--- src/rtl/hazard_pkg.sv ---
// Shared definitions for the pipeline hazard controller: forward-select
// encodings, multiply/divide sequencer states and default latencies.
package hazard_pkg;

    localparam logic [1:0] FWD_RF  = 2'b00;
    localparam logic [1:0] FWD_WB  = 2'b01;
    localparam logic [1:0] FWD_MEM = 2'b10;

    localparam int DEF_MUL_CYCLES = 4;
    localparam int DEF_DIV_CYCLES = 32;

    typedef enum logic [1:0] {
        IDLE = 2'b00,
        BUSY = 2'b01,
        DONE = 2'b10
    } mdu_state_e;

    // Memory stage wins over Writeback because it holds the younger result.
    function automatic logic [1:0] fwd_sel(
        input logic [4:0] src,
        input logic       reg_write_m,
        input logic [4:0] write_reg_m,
        input logic       reg_write_w,
        input logic [4:0] write_reg_w
    );
        if (src != 5'd0 && reg_write_m && src == write_reg_m) begin
            return FWD_MEM;
        end else if (src != 5'd0 && reg_write_w && src == write_reg_w) begin
            return FWD_WB;
        end
        return FWD_RF;
    endfunction

endpackage

--- src/rtl/pipeline_hazard_ctrl_if.sv ---
// Pipeline-side signal bundle of the hazard controller; the pipeline is the
// master, the controller the slave.
interface pipeline_hazard_ctrl_if;
    logic [4:0]  rsD, rtD, rsE, rtE;
    logic [4:0]  writeRegE, writeRegM, writeRegW;
    logic        regWriteE, regWriteM, regWriteW;
    logic        memToRegE, memToRegM;
    logic        branchD, jumpD, pcSrcD;
    logic        mduStartE, mduOpE;
    logic        stallF, stallD, flushD, flushE;
    logic [1:0]  forwardAE, forwardBE;
    logic        forwardAD, forwardBD;
    logic        mduBusy, mduDone;
    logic [15:0] stallCount;

    modport master (
        output rsD, rtD, rsE, rtE, writeRegE, writeRegM, writeRegW,
               regWriteE, regWriteM, regWriteW, memToRegE, memToRegM,
               branchD, jumpD, pcSrcD, mduStartE, mduOpE,
        input  stallF, stallD, flushD, flushE, forwardAE, forwardBE,
               forwardAD, forwardBD, mduBusy, mduDone, stallCount
    );

    modport slave (
        input  rsD, rtD, rsE, rtE, writeRegE, writeRegM, writeRegW,
               regWriteE, regWriteM, regWriteW, memToRegE, memToRegM,
               branchD, jumpD, pcSrcD, mduStartE, mduOpE,
        output stallF, stallD, flushD, flushE, forwardAE, forwardBE,
               forwardAD, forwardBD, mduBusy, mduDone, stallCount
    );
endinterface

--- src/rtl/mdu_sequencer.sv ---
// Multiply/divide occupancy sequencer: IDLE -> BUSY (N cycles) -> DONE -> IDLE.
// Starts are only accepted in IDLE.
module mdu_sequencer
    import hazard_pkg::*;
#(
    parameter int MUL_CYCLES = DEF_MUL_CYCLES,
    parameter int DIV_CYCLES = DEF_DIV_CYCLES
) (
    input  logic CLK,
    input  logic RST,
    input  logic mdu_start,
    input  logic mdu_op,
    output logic mdu_busy,
    output logic mdu_done
);

    localparam logic [7:0] MUL_LOAD = 8'(MUL_CYCLES - 1);
    localparam logic [7:0] DIV_LOAD = 8'(DIV_CYCLES - 1);

    mdu_state_e state_d, state_q;
    logic [7:0] count_d, count_q;
    logic       busy_d, busy_q;
    logic       done_d, done_q;

    always_comb begin
        state_d = state_q;
        count_d = count_q;
        unique case (state_q)
            IDLE: begin
                if (mdu_start) begin
                    state_d = BUSY;
                    count_d = mdu_op ? DIV_LOAD : MUL_LOAD;
                end
            end
            BUSY: begin
                if (count_q == 8'd0) begin
                    state_d = DONE;
                end else begin
                    count_d = count_q - 8'd1;
                end
            end
            DONE:    state_d = IDLE;
            default: state_d = IDLE;
        endcase
        busy_d = (state_d == BUSY);
        done_d = (state_d == DONE);
    end

    always_ff @(posedge CLK or negedge RST) begin
        if (!RST) begin
            state_q <= IDLE;
            count_q <= 8'd0;
            busy_q  <= 1'b0;
            done_q  <= 1'b0;
        end else begin
            state_q <= state_d;
            count_q <= count_d;
            busy_q  <= busy_d;
            done_q  <= done_d;
        end
    end

    assign mdu_busy = busy_q;
    assign mdu_done = done_q;

endmodule

--- src/rtl/pipeline_hazard_ctrl.sv ---
// Five-stage pipeline hazard unit: operand forwarding, load-use and branch
// stalls, control flushes, multi-cycle MDU stall and a saturating stall counter.
module pipeline_hazard_ctrl
    import hazard_pkg::*;
#(
    parameter int MUL_CYCLES = DEF_MUL_CYCLES,
    parameter int DIV_CYCLES = DEF_DIV_CYCLES
) (
    input logic CLK,
    input logic RST,
    pipeline_hazard_ctrl_if.slave hz
);

    logic        lw_stall, br_stall, stall;
    logic        rs_br_hit, rt_br_hit;
    logic        mdu_busy, mdu_done;
    logic [15:0] stall_count_d, stall_count_q;

    mdu_sequencer #(
        .MUL_CYCLES(MUL_CYCLES),
        .DIV_CYCLES(DIV_CYCLES)
    ) u_mdu_sequencer (
        .CLK      (CLK),
        .RST      (RST),
        .mdu_start(hz.mduStartE),
        .mdu_op   (hz.mduOpE),
        .mdu_busy (mdu_busy),
        .mdu_done (mdu_done)
    );

    // A branch resolved in Decode needs its operands before Execute or a
    // pending load in Memory can supply them.
    always_comb begin
        lw_stall  = hz.memToRegE && (hz.rtE != 5'd0) &&
                    ((hz.rtE == hz.rsD) || (hz.rtE == hz.rtD));
        rs_br_hit = (hz.rsD != 5'd0) &&
                    ((hz.regWriteE && hz.writeRegE == hz.rsD) ||
                     (hz.memToRegM && hz.writeRegM == hz.rsD));
        rt_br_hit = (hz.rtD != 5'd0) &&
                    ((hz.regWriteE && hz.writeRegE == hz.rtD) ||
                     (hz.memToRegM && hz.writeRegM == hz.rtD));
        br_stall  = hz.branchD && (rs_br_hit || rt_br_hit);
        stall     = lw_stall || br_stall || mdu_busy;
    end

    always_comb begin
        stall_count_d = stall_count_q;
        if (stall && stall_count_q != 16'hFFFF) begin
            stall_count_d = stall_count_q + 16'd1;
        end
    end

    always_ff @(posedge CLK or negedge RST) begin
        if (!RST) begin
            stall_count_q <= 16'd0;
        end else begin
            stall_count_q <= stall_count_d;
        end
    end

    assign hz.stallF     = stall;
    assign hz.stallD     = stall;
    assign hz.flushE     = stall;
    assign hz.flushD     = (hz.pcSrcD || hz.jumpD) && !stall;
    assign hz.forwardAE  = fwd_sel(hz.rsE, hz.regWriteM, hz.writeRegM, hz.regWriteW, hz.writeRegW);
    assign hz.forwardBE  = fwd_sel(hz.rtE, hz.regWriteM, hz.writeRegM, hz.regWriteW, hz.writeRegW);
    assign hz.forwardAD  = (hz.rsD != 5'd0) && hz.regWriteM && (hz.rsD == hz.writeRegM);
    assign hz.forwardBD  = (hz.rtD != 5'd0) && hz.regWriteM && (hz.rtD == hz.writeRegM);
    assign hz.mduBusy    = mdu_busy;
    assign hz.mduDone    = mdu_done;
    assign hz.stallCount = stall_count_q;

endmodule
--- src/flat_wrapper.sv ---
// flat-port wrapper written by rule: the top's interface ports become plain ports
module pipeline_hazard_ctrl_flat import hazard_pkg::*;
#(
    parameter int MUL_CYCLES = DEF_MUL_CYCLES,
    parameter int DIV_CYCLES = DEF_DIV_CYCLES
)
  (CLK, RST, hz_rsD, hz_rtD, hz_rsE, hz_rtE, hz_writeRegE, hz_writeRegM, hz_writeRegW, hz_regWriteE, hz_regWriteM, hz_regWriteW, hz_memToRegE, hz_memToRegM, hz_branchD, hz_jumpD, hz_pcSrcD, hz_mduStartE, hz_mduOpE, hz_stallF, hz_stallD, hz_flushD, hz_flushE, hz_forwardAE, hz_forwardBE, hz_forwardAD, hz_forwardBD, hz_mduBusy, hz_mduDone, hz_stallCount);
  pipeline_hazard_ctrl_if hz_i ();
  input logic CLK;
  input logic RST;
  input wire logic [$bits(hz_i.rsD)-1:0] hz_rsD;
  input wire logic [$bits(hz_i.rtD)-1:0] hz_rtD;
  input wire logic [$bits(hz_i.rsE)-1:0] hz_rsE;
  input wire logic [$bits(hz_i.rtE)-1:0] hz_rtE;
  input wire logic [$bits(hz_i.writeRegE)-1:0] hz_writeRegE;
  input wire logic [$bits(hz_i.writeRegM)-1:0] hz_writeRegM;
  input wire logic [$bits(hz_i.writeRegW)-1:0] hz_writeRegW;
  input wire logic [$bits(hz_i.regWriteE)-1:0] hz_regWriteE;
  input wire logic [$bits(hz_i.regWriteM)-1:0] hz_regWriteM;
  input wire logic [$bits(hz_i.regWriteW)-1:0] hz_regWriteW;
  input wire logic [$bits(hz_i.memToRegE)-1:0] hz_memToRegE;
  input wire logic [$bits(hz_i.memToRegM)-1:0] hz_memToRegM;
  input wire logic [$bits(hz_i.branchD)-1:0] hz_branchD;
  input wire logic [$bits(hz_i.jumpD)-1:0] hz_jumpD;
  input wire logic [$bits(hz_i.pcSrcD)-1:0] hz_pcSrcD;
  input wire logic [$bits(hz_i.mduStartE)-1:0] hz_mduStartE;
  input wire logic [$bits(hz_i.mduOpE)-1:0] hz_mduOpE;
  output wire logic [$bits(hz_i.stallF)-1:0] hz_stallF;
  output wire logic [$bits(hz_i.stallD)-1:0] hz_stallD;
  output wire logic [$bits(hz_i.flushD)-1:0] hz_flushD;
  output wire logic [$bits(hz_i.flushE)-1:0] hz_flushE;
  output wire logic [$bits(hz_i.forwardAE)-1:0] hz_forwardAE;
  output wire logic [$bits(hz_i.forwardBE)-1:0] hz_forwardBE;
  output wire logic [$bits(hz_i.forwardAD)-1:0] hz_forwardAD;
  output wire logic [$bits(hz_i.forwardBD)-1:0] hz_forwardBD;
  output wire logic [$bits(hz_i.mduBusy)-1:0] hz_mduBusy;
  output wire logic [$bits(hz_i.mduDone)-1:0] hz_mduDone;
  output wire logic [$bits(hz_i.stallCount)-1:0] hz_stallCount;
  assign hz_i.rsD = hz_rsD;
  assign hz_i.rtD = hz_rtD;
  assign hz_i.rsE = hz_rsE;
  assign hz_i.rtE = hz_rtE;
  assign hz_i.writeRegE = hz_writeRegE;
  assign hz_i.writeRegM = hz_writeRegM;
  assign hz_i.writeRegW = hz_writeRegW;
  assign hz_i.regWriteE = hz_regWriteE;
  assign hz_i.regWriteM = hz_regWriteM;
  assign hz_i.regWriteW = hz_regWriteW;
  assign hz_i.memToRegE = hz_memToRegE;
  assign hz_i.memToRegM = hz_memToRegM;
  assign hz_i.branchD = hz_branchD;
  assign hz_i.jumpD = hz_jumpD;
  assign hz_i.pcSrcD = hz_pcSrcD;
  assign hz_i.mduStartE = hz_mduStartE;
  assign hz_i.mduOpE = hz_mduOpE;
  assign hz_stallF = hz_i.stallF;
  assign hz_stallD = hz_i.stallD;
  assign hz_flushD = hz_i.flushD;
  assign hz_flushE = hz_i.flushE;
  assign hz_forwardAE = hz_i.forwardAE;
  assign hz_forwardBE = hz_i.forwardBE;
  assign hz_forwardAD = hz_i.forwardAD;
  assign hz_forwardBD = hz_i.forwardBD;
  assign hz_mduBusy = hz_i.mduBusy;
  assign hz_mduDone = hz_i.mduDone;
  assign hz_stallCount = hz_i.stallCount;
  pipeline_hazard_ctrl #(.MUL_CYCLES(MUL_CYCLES), .DIV_CYCLES(DIV_CYCLES)) u_core (.CLK(CLK), .RST(RST), .hz(hz_i));
endmodule
--- config.mk ---
export PLATFORM = sky130hd
export DESIGN_NAME = pipeline_hazard_ctrl_flat
export DESIGN_NICKNAME = d
export VERILOG_FILES = /design/src/rtl/hazard_pkg.sv /design/src/rtl/pipeline_hazard_ctrl_if.sv /design/src/rtl/mdu_sequencer.sv /design/src/rtl/pipeline_hazard_ctrl.sv /design/src/flat_wrapper.sv
export SDC_FILE = /design/constraint.sdc
export NUM_CORES = 1
export LEC_CHECK = 0
export ABC_AREA = 1
export CAP_MARGIN = 20
export CORE_MARGIN = 1.5
export CORE_UTILIZATION = 40
export DETAILED_ROUTE_END_ITERATION = 6
export GPL_TIMING_DRIVEN = 1
export PLACE_DENSITY = 0.7
export SYNTH_ARGS = -nofsm -noshare
export SYNTH_HDL_FRONTEND = slang
export SYNTH_SLANG_ARGS = --single-unit
--- constraint.sdc ---
create_clock -name CLK -period 2.2 [get_ports CLK]
set_clock_uncertainty 0.2 [all_clocks]
set_input_delay 0.44 -clock CLK [delete_from_list [all_inputs] [get_ports CLK]]
set_output_delay 0.44 -clock CLK [all_outputs]
set_load 0.01 [all_outputs]
==> summary.txt, run 1 <==
Status
  – Status: finished, final reports clean

Drt
  – Vias per cell: 5.145
  – Drt pass-1 iters: 4
  – Routed via count: 2902
  – Drc violations: 0
  – Iter 0 DRT Violations: 113
  – WL/cell: 12.72 um
  – WL final: 7174 um
  – Post-route ant nets: 0

Cells and area
  – FF/Latch Area: 700.7 um2
  – Fill cells: 523
  – Fin cells: 564
  – Layout Nets: 539
  – Most frequent cells in the layout: nand2_1, inv_1, buf_4, nor2_1, nand3_1
  – Commonest non-fill, non-tap cell in the layout: nand2_1
  – Synth-to-Final Area Change: 48.05%
  – Number of diodes: 0
  – Layout cells sized above 1: 23.93%
  – Core Util, Final: 60.89%
  – Area of the multi-input gates: 0.001550 mm2

GRT
  – GR Util met2: 40.67%
  – Met3 usage: 2.045%
  – Total GRT Usage: 22.19%
  – Most Crowded Layer GR: met2
  – Largest net degree at the start of global routing: 29
  – Initial antenna violation count: 0
  – First-pass GRT wire length: 11530 um
  – Met1 Use GR: 27.06%
  – Vias in the first global route: 2690
  – Gr ovfl total: 0

Logic synthesis
  – Netlist Area Pre-Place: 0.002406 mm2
  – Cells after synthesis: 380
  – FF+latch count, synth: 28
  – Ys Warns: 0
  – Mean area per synthesized cell: 6.332 um2
  – Mapped Nets: 429
  – Yosys cell types: 27
  – Seq/Total Area, Yosys: 29.12%

STA
  – # setup viols final: 0
  – Max Freq: 0.4602 GHz
  – Fin crit share: 98.78%
  – Final WS setup: 0.02684 ns
  – RSZ-0062 raised after global routing: yes
  – Slew @ Worst Pin: 0.3531 ns
  – Clock period minus worst slack: 2.173 ns
  – Max Slew Vio Count: 0
  – Max_slew headroom: 76.46%
  – Hold Slack: 0.3062 ns
  – Final Hold Fails: 0

Clocking
  – H-tree levels: 1
  – Worst-Skew Late Latency: 0.28 ns
  – Clock sinks: 28
  – Clock Path Buffers: 2
  – Clock Pin Slew Worst Setup and Hold Paths: 0.09 ns
  – CTS root buf: clkbuf_8
  – CTS Buf Count: 3
  – CTS tree: yes

Power
  – Clock power frac: 17.4%
  – Cell area power density: 655.4 mW/mm2
  – Logic pwr share: 48.1%
  – Reg power frac: 34.5%
  – Lkg Pwr: 0.001817 uW
  – VDD IR max: 706.8 uV
  – NetSw: 907.4 uW
  – Design Power: 2335 uW
  – Sw frac: 38.87%
  – Internal Power: 1427 uW

Hold path
  – Hold depth: 1
  – HP Class: reg -> reg

Run
  – Max Cap Viol: 0

Worst setup path
  – CP Max Fanout: 5
  – Critical Path RT: 1.56 ns
  – Crit path launch type: input pin
  – Worst Path Arrival: 1.53 ns
  – R2R cell count: 9
  – Worst setup EP type: output port
  – CP Class: in -> out

Placement
  – HPWL Detailed: 5405 um
  – Placer congestion estimate: 0.9250
  – Port Buffers: 74
  – Setup WS pre-CTS: -0.8482 ns
  – Number of instances in the placed design: 557

Die
  – I/O pins: 75
  – DIE HEIGHT: 80.56 um
  – Die area: 0.006489 mm2
  – Starting density of the core: 41.12%
  – Rows: 28
  – Core area: 0.005851 mm2
  – Horiz. Die Dim: 80.56 um
-- worst paths after layout --
kind                                                              from                                             to  slack [ns]
setup reg to reg                   u_core.hz.stallCount[0]$_DFFE_PN0P_           u_core.hz.stallCount[14]$_DFFE_PN0P_        0.22
max in group asynchronous                                          RST  u_core.u_mdu_sequencer.count_q[5]$_DFFE_PN0P_        1.21
min in group asynchronous                                          RST            u_core.hz.stallCount[5]$_DFFE_PN0P_        0.32
hold / removal             u_core.u_mdu_sequencer.state_q[1]$_DFF_PN0_      u_core.u_mdu_sequencer.mdu_done$_DFF_PN0_        0.31
hold reg to reg            u_core.u_mdu_sequencer.state_q[1]$_DFF_PN0_      u_core.u_mdu_sequencer.mdu_done$_DFF_PN0_        0.31
setup / recovery                                             hz_rsD[4]                                      hz_flushD        0.03
-- cells in the mapped netlist --
| library cell | count | area [um2] |
|---|---|---|
| o2111ai_1 | 3 | 26.28 |
| a22oi_1 | 1 | 7.510 |
| nand2_1 | 110 | 412.9 |
| xor2_1 | 18 | 157.7 |
| a211oi_1 | 2 | 15.01 |
| o21ai_0 | 15 | 75.07 |
| buf_6 | 3 | 33.78 |
| nor2_1 | 43 | 161.4 |
| ha_1 | 2 | 25.02 |
| nand4_1 | 6 | 37.54 |
| nand2_2 | 2 | 12.51 |
| buf_4 | 3 | 22.52 |
| nor3_1 | 16 | 80.08 |
| inv_2 | 3 | 11.26 |
| nor3b_1 | 2 | 15.01 |
| nor3_2 | 1 | 10.01 |
| nor2_2 | 1 | 6.260 |
| inv_1 | 52 | 195.2 |
| xnor2_1 | 11 | 96.34 |
| dfrtp_1 | 28 | 700.7 |
| nor4_1 | 2 | 12.51 |
| o22ai_1 | 3 | 18.77 |
| nand3_1 | 36 | 180.2 |
| nand3b_1 | 1 | 7.510 |
| a21oi_1 | 9 | 45.04 |
| a31oi_1 | 4 | 25.02 |
| buf_2 | 3 | 15.01 |
-- metrics by stage --
stage / cell area [um2] / TNS (ns)
6_report: 3562 / 0
5_1_grt: 3562 / -0.1590
4_1_cts: 3462 / -0.001001
3_5_place_dp: 3447 / -16.66
3_3_place_gp: 3447 / -16.66
2_1_floorplan: 2406 / 0
-- registers in the layout, indices dropped and copies added (netlist names) --
name and count:
u_core.hz.stallCount 16, u_core.u_mdu_sequencer.mdu_busy 1, u_core.u_mdu_sequencer.mdu_done 1, u_core.u_mdu_sequencer.state_q 2, u_core.u_mdu_sequencer.count_q 8
-- metal layers --
layer	part of all wire (%)	up-vias
met1	42	1343
met2	48	99
met4	3.1	0
met3	6.8	23
li1	-	1437
met5	0	-
-- cell type report --
cell class              count  area share (%)
clock buffers               3           1.159
well taps                  75           2.634
clock inverters             1          0.8430
flip-flops and latches     28           19.67
multi-input cells         288           43.52
inverters                  55           5.796
repair buffers            114           26.38
-- kinds of logic (layout without fill, tap and decap cells) --
kind of cell	Yosys count	in the layout	share of synthesized area, %
xor+xnor	29	29	10.56
flops	28	28	29.12
compound gates	37	37	8.840
buf+inv	64	173	11.54
fa+ha+maj	2	2	1.040
simple gates	220	220	38.90
-- power by group through the flow --
| stage | combinational, uW | clock [uW] | sequential, uW |
|---|---|---|---|
| final | 1120 | 407 | 805 |
| after global routing | 1260 | 449 | 826 |
| after CTS | 1100 | 420 | 801 |
| after detailed placement | 1110 | 0 | 809 |
| after global placement | 1090 | 0 | 805 |
| after floorplan | 669 | 0 | 808 |
-- critical path: stages --
cell             delay, ns
clkdlybuf4s15_2       0.20
buf_6                 0.14
xnor2_1               0.12
nand3_1               0.07
nand2_1               0.06
a21oi_2               0.17
nand2_2               0.10
nor2_1                0.09
buf_2                 0.13
-- what timing repair did --
action | CTS | global route
resized for setup | 162 | 50
endpoints found under the setup margin | 26 | 28
endpoints found under the hold margin | 0 | 0
setup buffers | 2 | 1
hold buffers | 0 | 0
pin swaps | 25 | 18
Power figures use the tool's default switching activity.
==> run 2: changes to the inputs <==
--- a/config.mk
+++ b/config.mk
@@ -8,10 +8,10 @@
 export ABC_AREA = 1
 export CAP_MARGIN = 20
 export CORE_MARGIN = 1.5
-export CORE_UTILIZATION = 40
+export CORE_UTILIZATION = 45
 export DETAILED_ROUTE_END_ITERATION = 6
 export GPL_TIMING_DRIVEN = 1
-export PLACE_DENSITY = 0.7
+export PLACE_DENSITY = 0.78
 export SYNTH_ARGS = -nofsm -noshare
 export SYNTH_HDL_FRONTEND = slang
 export SYNTH_SLANG_ARGS = --single-unit
==> run 2 against run 1 <==
  * Hold slack improved by 0.0018 ns
  * Combinational power about the same
  * Power increased by 1.2%
  * Non-clock buffer count is 4 higher
  * First-iteration DRC count grew 110%
  * Sequential share of layout area is 0.11 points lower
  * Final cell count is 0.18% lower
  * Worst setup slack improved by 0.018 ns
  * Maximum frequency up 0.84%
  * Routed wire length is 5.6% higher
  * Sequential power barely moved
  * Highest routed layer unchanged
==> summary.txt, run 2 (synthesized netlist as in run 1, its figures left out) <==
Power
  – Lkg Pwr: 0.001821 uW
  – Cell area power density: 659.3 mW/mm2
  – VDD IR max: 676.5 uV

Worst setup path
  – Worst Path Arrival: 1.52 ns
  – Critical Path RT: 1.56 ns
  – Crit path launch type: input pin
  – Capturing point of the worst reg2reg path: u_core.hz.stallCount[6]$_DFFE_PN0P_
  – Setup slack, reg-to-reg: 0.21 ns
  – CP Max Fanout: 5
  – R2R cell count: 9
  – Worst r2r src: u_core.hz.stallCount[0]$_DFFE_PN0P_
  – Worst Setup SP: hz_rtD[3]
  – Worst setup EP type: output port
  – CP Class: in -> out

STA
  – Slew @ Worst Pin: 0.3548 ns
  – # setup viols final: 0
  – Final WS setup: 0.04485 ns
  – RSZ-0062 raised after global routing: yes
  – Fin crit share: 97.96%
  – Max Slew Vio Count: 0
  – Max Freq: 0.4640 GHz
  – Clock period minus worst slack: 2.155 ns
  – Hold Slack: 0.3081 ns
  – Final Hold Fails: 0
  – Max_slew headroom: 76.10%

Hold path
  – HP Class: reg -> reg
  – Hold EP: u_core.u_mdu_sequencer.mdu_done$_DFF_PN0_
  – Hold depth: 1
  – Min-delay src: u_core.u_mdu_sequencer.state_q[1]$_DFF_PN0_

Die
  – Core area: 0.005140 mm2
  – Starting density of the core: 46.81%
  – Die area: 0.005794 mm2
  – Rows: 26
  – Horiz. Die Dim: 76.12 um
  – I/O pins: 75
  – DIE HEIGHT: 76.12 um

Status
  – Status: finished, final reports clean

GRT
  – Met3 usage: 4.671%
  – Most Crowded Layer GR: met2
  – Gr ovfl total: 0
  – Total GRT Usage: 26.19%
  – Met1 Use GR: 32.65%
  – Largest net degree at the start of global routing: 29
  – First-pass GRT wire length: 12530 um
  – GR Util met2: 46.22%
  – Vias in the first global route: 2746
  – Initial antenna violation count: 0

Cells and area
  – Most frequent cells in the layout: nand2_1, buf_4, nor2_1, inv_1, nand3_1
  – Number of diodes: 0
  – Max reg flops: 16
  – Commonest non-fill, non-tap cell in the layout: nand2_1
  – Layout Nets: 543
  – Design Area, Final: 0.003582 mm2
  – Core Util, Final: 69.69%
  – Layout cells sized above 1: 26.77%
  – Synth-to-Final Area Change: 48.88%

Clocking
  – Hold buffers post-CTS: 0
  – Clock sinks: 28
  – H-tree levels: 1
  – CTS Buf Count: 3
  – Worst-Skew Late Latency: 0.28 ns
  – CTS tree: yes
  – CTS root buf: clkbuf_8
  – Clock Pin Slew Worst Setup and Hold Paths: 0.10 ns
  – Clock Path Buffers: 2

Drt
  – WL final: 7575 um
  – Drt pass-1 iters: 5
  – WL/cell: 13.45 um
  – Routed via count: 2952
  – Drc violations: 0
  – Post-route ant nets: 0
  – Iter 0 DRT Violations: 240
  – Vias per cell: 5.243

Placement
  – Port Buffers: 74
  – HPWL Detailed: 5732 um
  – Placer congestion estimate: 0.9505
  – DP Area: 0.003456 mm2
  – Setup WS pre-CTS: -0.9252 ns

Run
  – Max Cap Viol: 0
-- run 2: what timing repair did --
item / in CTS / in global routing
setup endpoints to repair: 26 / 29
buffers inserted: 5 / 0
gates resized for setup: 175 / 61
pin swaps: 32 / 28
-- run 2: critical path, cell delays in order --
cell and delay (ns):
buf_4 0.12, inv_1 0.07, nand2_2 0.07, nand2_2 0.06, nor2_4 0.10, nand4_1 0.12, nand2_1 0.08, nand2_1 0.05
nand2_1 0.07, nand2_1 0.06, nand2_2 0.09, nor2_1 0.04, buf_2 0.13
-- run 2: per-layer routing --
metal / part of all wire, % / up-vias
met3: 6.5 / 24
met2: 48 / 136
met1: 43 / 1350
li1: - / 1442
met4: 2.4 / 0
met5: 0 / -
-- run 2: layout make-up --
cell class,count,area [um2]
clock buffer,3,41.29
clock inverter,1,30.03
fill,434,1558
inverter,55,211.5
multi-input combinational,288,1539
sequential,28,700.7
tap,70,87.58
timing repair buffer,118,972.2
-- run 2: how the worst max path moves through the flow --
stage                      endpoint
global placement          hz_flushD
finish                    hz_flushD
CTS                 hz_forwardAE[0]
detailed placement        hz_stallD
floorplan                 hz_flushD
global route              hz_flushD
-- run 2: metrics by stage --
| step | instances | power (uW) | TNS, ns |
|---|---|---|---|
| global placement | 554 | 1898 | -16.28 |
| global route | 563 | 2560 | -0.09479 |
| floorplan | 380 | 1476 | 0 |
| detailed placement | 554 | 1933 | -18.92 |
| CTS | 563 | 2332 | 0 |
| finish | 563 | 2362 | 0 |
-- run 2: power breakdown --
part / internal, uW / switching, uW / total [uW]
sequential: 659 / 145 / 804
clock: 244 / 161 / 404
combinational: 535 / 619 / 1150
==> run 3: changes to the inputs <==
--- a/config.mk
+++ b/config.mk
@@ -15,3 +15,4 @@
 export SYNTH_ARGS = -nofsm -noshare
 export SYNTH_HDL_FRONTEND = slang
 export SYNTH_SLANG_ARGS = --single-unit
+export TNS_END_PERCENT = 30
==> run 3 against run 2 <==
  * First-iteration DRC count rose by 2.1%
  * Final cell count did not move
  * Power barely moved
  * Critical path depth did not move
  * Register-to-register slack barely moved
  * Routed wire length rose by 0.11%
  * Critical path type unchanged
  * Highest routed layer unchanged
  * Sequential cell count did not move
==> summary.txt, run 3 (synthesized netlist as in run 1, its figures left out) <==
Status
  – Status: finished, final reports clean

Run
  – Max Cap Viol: 0

Cells and area
  – Design Area, Final: 0.003578 mm2
  – Layout Nets: 543
  – Synth-to-Final Area Change: 48.73%
  – FF/Latch Area: 700.7 um2
  – Commonest non-fill, non-tap cell in the layout: nand2_1
  – Area of the multi-input gates: 0.001535 mm2
  – Fill cells: 434
  – Most frequent cells in the layout: nand2_1, buf_4, nor2_1, inv_1, nand3_1
  – Max reg flops: 16
  – Layout cells sized above 1: 26.57%
  – Number of diodes: 0

Die
  – Die area: 0.005794 mm2
  – Rows: 26
  – Horiz. Die Dim: 76.12 um
  – Core area: 0.005140 mm2
  – I/O pins: 75
  – DIE HEIGHT: 76.12 um
  – Starting density of the core: 46.81%

Placement
  – Placer congestion estimate: 0.9505
  – Port Buffers: 74
  – HPWL Detailed: 5732 um
  – DP Area: 0.003456 mm2

STA
  – Hold Slack: 0.3080 ns
  – Slew @ Worst Pin: 0.3588 ns
  – # setup viols final: 0
  – Final Hold Fails: 0
  – Fin crit share: 98.12%
  – Clock period minus worst slack: 2.159 ns
  – Max Slew Vio Count: 0
  – Max Freq: 0.4633 GHz
  – RSZ-0062 raised after global routing: yes
  – Max_slew headroom: 75.83%

Power
  – Lkg Pwr: 0.001820 uW
  – Cell area power density: 659.7 mW/mm2
  – VDD IR max: 676.3 uV

Clocking
  – Worst-Skew Late Latency: 0.28 ns
  – Hold buffers post-CTS: 0
  – H-tree levels: 1
  – Clock sinks: 28
  – CTS root buf: clkbuf_8
  – Clock Path Buffers: 2
  – CTS Buf Count: 3
  – Clock Pin Slew Worst Setup and Hold Paths: 0.10 ns
  – CTS tree: yes

GRT
  – Gr ovfl total: 0
  – Total GRT Usage: 26.19%
  – First-pass GRT wire length: 12530 um
  – Largest net degree at the start of global routing: 29
  – Initial antenna violation count: 0
  – Vias in the first global route: 2746

Worst setup path
  – CP Max Fanout: 5
  – Worst r2r src: u_core.hz.stallCount[0]$_DFFE_PN0P_
  – Slowest cell on crit path: buf_2
  – Cell depth of the worst setup path: 13
  – Most used cell, CP: nand2_1
  – Crit-path cells: buf_4 > inv_1 > nand2_2 > nand2_2 > nor2_4 > nand4_1 > nand2_1 > nand2_1 > nand2_1 > nand2_1 > nand2_2 > nor2_1 > buf_2
  – R2R cell count: 9
  – Capturing point of the worst reg2reg path: u_core.hz.stallCount[6]$_DFFE_PN0P_
  – Critical Path RT: 1.56 ns
  – CP bufs+invs: 3
  – Worst Setup SP: hz_rtD[3]
  – CP Class: in -> out
  – Worst setup EP type: output port
  – Worst Path Arrival: 1.52 ns
  – Setup slack, reg-to-reg: 0.21 ns
  – Crit path launch type: input pin
  – CP delay by family, top: simple AND/OR/NAND/NOR gates
  – Worst path max stage delay: 0.13 ns
  – Setup crit end: hz_flushD

Drt
  – Vias per cell: 5.236
  – WL/cell: 13.47 um
  – Post-route ant nets: 0
  – WL final: 7583 um
  – Drc violations: 0
  – Routed via count: 2948
  – Iter 0 DRT Violations: 245
  – Drt pass-1 iters: 5

Hold path
  – HP Class: reg -> reg
-- run 3: cell counts in the layout (fill, tap and decap cells not counted) --
No cell type changed its count.
-- run 3: worst register-to-register path, cell delays in order, from the launching register on --
cell and delay [ns]:
dfrtp_1 0.45, ha_1 0.22, nand3_1 0.13, nor2_2 0.17, nand2_1 0.12, nor3_2 0.18
inv_2 0.09, buf_4 0.18, nand3_1 0.09, nand2_1 0.06
-- run 3: how the worst min path moves through the flow --
| stage | from | endpoint | slack [ns] | cells past startpoint |
|---|---|---|---|---|
| floorplan | RST | u_core.hz.stallCount[0]$_DFFE_PN0P_ | -0.06 | 0 |
| global placement | u_core.u_mdu_sequencer.state_q[1]$_DFF_PN0_ | u_core.u_mdu_sequencer.mdu_done$_DFF_PN0_ | 0.29 | 1 |
| detailed placement | u_core.hz.stallCount[9]$_DFFE_PN0P_ | u_core.hz.stallCount[9]$_DFFE_PN0P_ | 0.29 | 2 |
| CTS | u_core.u_mdu_sequencer.state_q[1]$_DFF_PN0_ | u_core.u_mdu_sequencer.mdu_done$_DFF_PN0_ | 0.31 | 1 |
| global route | u_core.hz.stallCount[9]$_DFFE_PN0P_ | u_core.hz.stallCount[9]$_DFFE_PN0P_ | 0.33 | 2 |
| finish | u_core.u_mdu_sequencer.state_q[1]$_DFF_PN0_ | u_core.u_mdu_sequencer.mdu_done$_DFF_PN0_ | 0.31 | 1 |
-- run 3: stage by stage --
stage	std cells	setup WS (ns)	setup TNS, ns	power, uW	util, %
floorplan	380	0.01125	0	1476	-
global placement	554	-0.8328	-16.28	1898	67.23
detailed placement	554	-0.9252	-18.92	1933	67.23
CTS	563	0.0007260	0	2332	67.75
global route	563	-0.05275	-0.1079	2559	69.62
finish	563	0.04135	0	2361	69.62
-- run 3: area by class of cell --
| type | instances | area share (%) |
|---|---|---|
| tap | 70 | 2.448 |
| clock inverter | 1 | 0.8392 |
| sequential | 28 | 19.58 |
| timing repair buffer | 118 | 27.17 |
| clock buffer | 3 | 1.154 |
| multi-input combinational | 288 | 42.90 |
| inverter | 55 | 5.909 |
-- run 3: timing repair --
action                                  in CTS  in global routing
endpoints found under the setup margin      26                 29
buffers inserted                             5                  0
gates resized for setup                    175                 60
pin swaps                                   32                 27
-- run 3: power by group --
group / switching (uW) / internal (uW)
registers: 145 / 659
clock network: 161 / 244
logic: 618 / 534
-- run 3: routing by layer --
metal | routed length, um | global-route usage (%) | vias to the layer above
met2 | 3605 | 46.22 | 117
met4 | 176 | 7.778 | 0
li1 | - | - | 1447
met1 | 3307 | 32.65 | 1362
met5 | 0 | 0 | -
met3 | 493 | 4.671 | 22
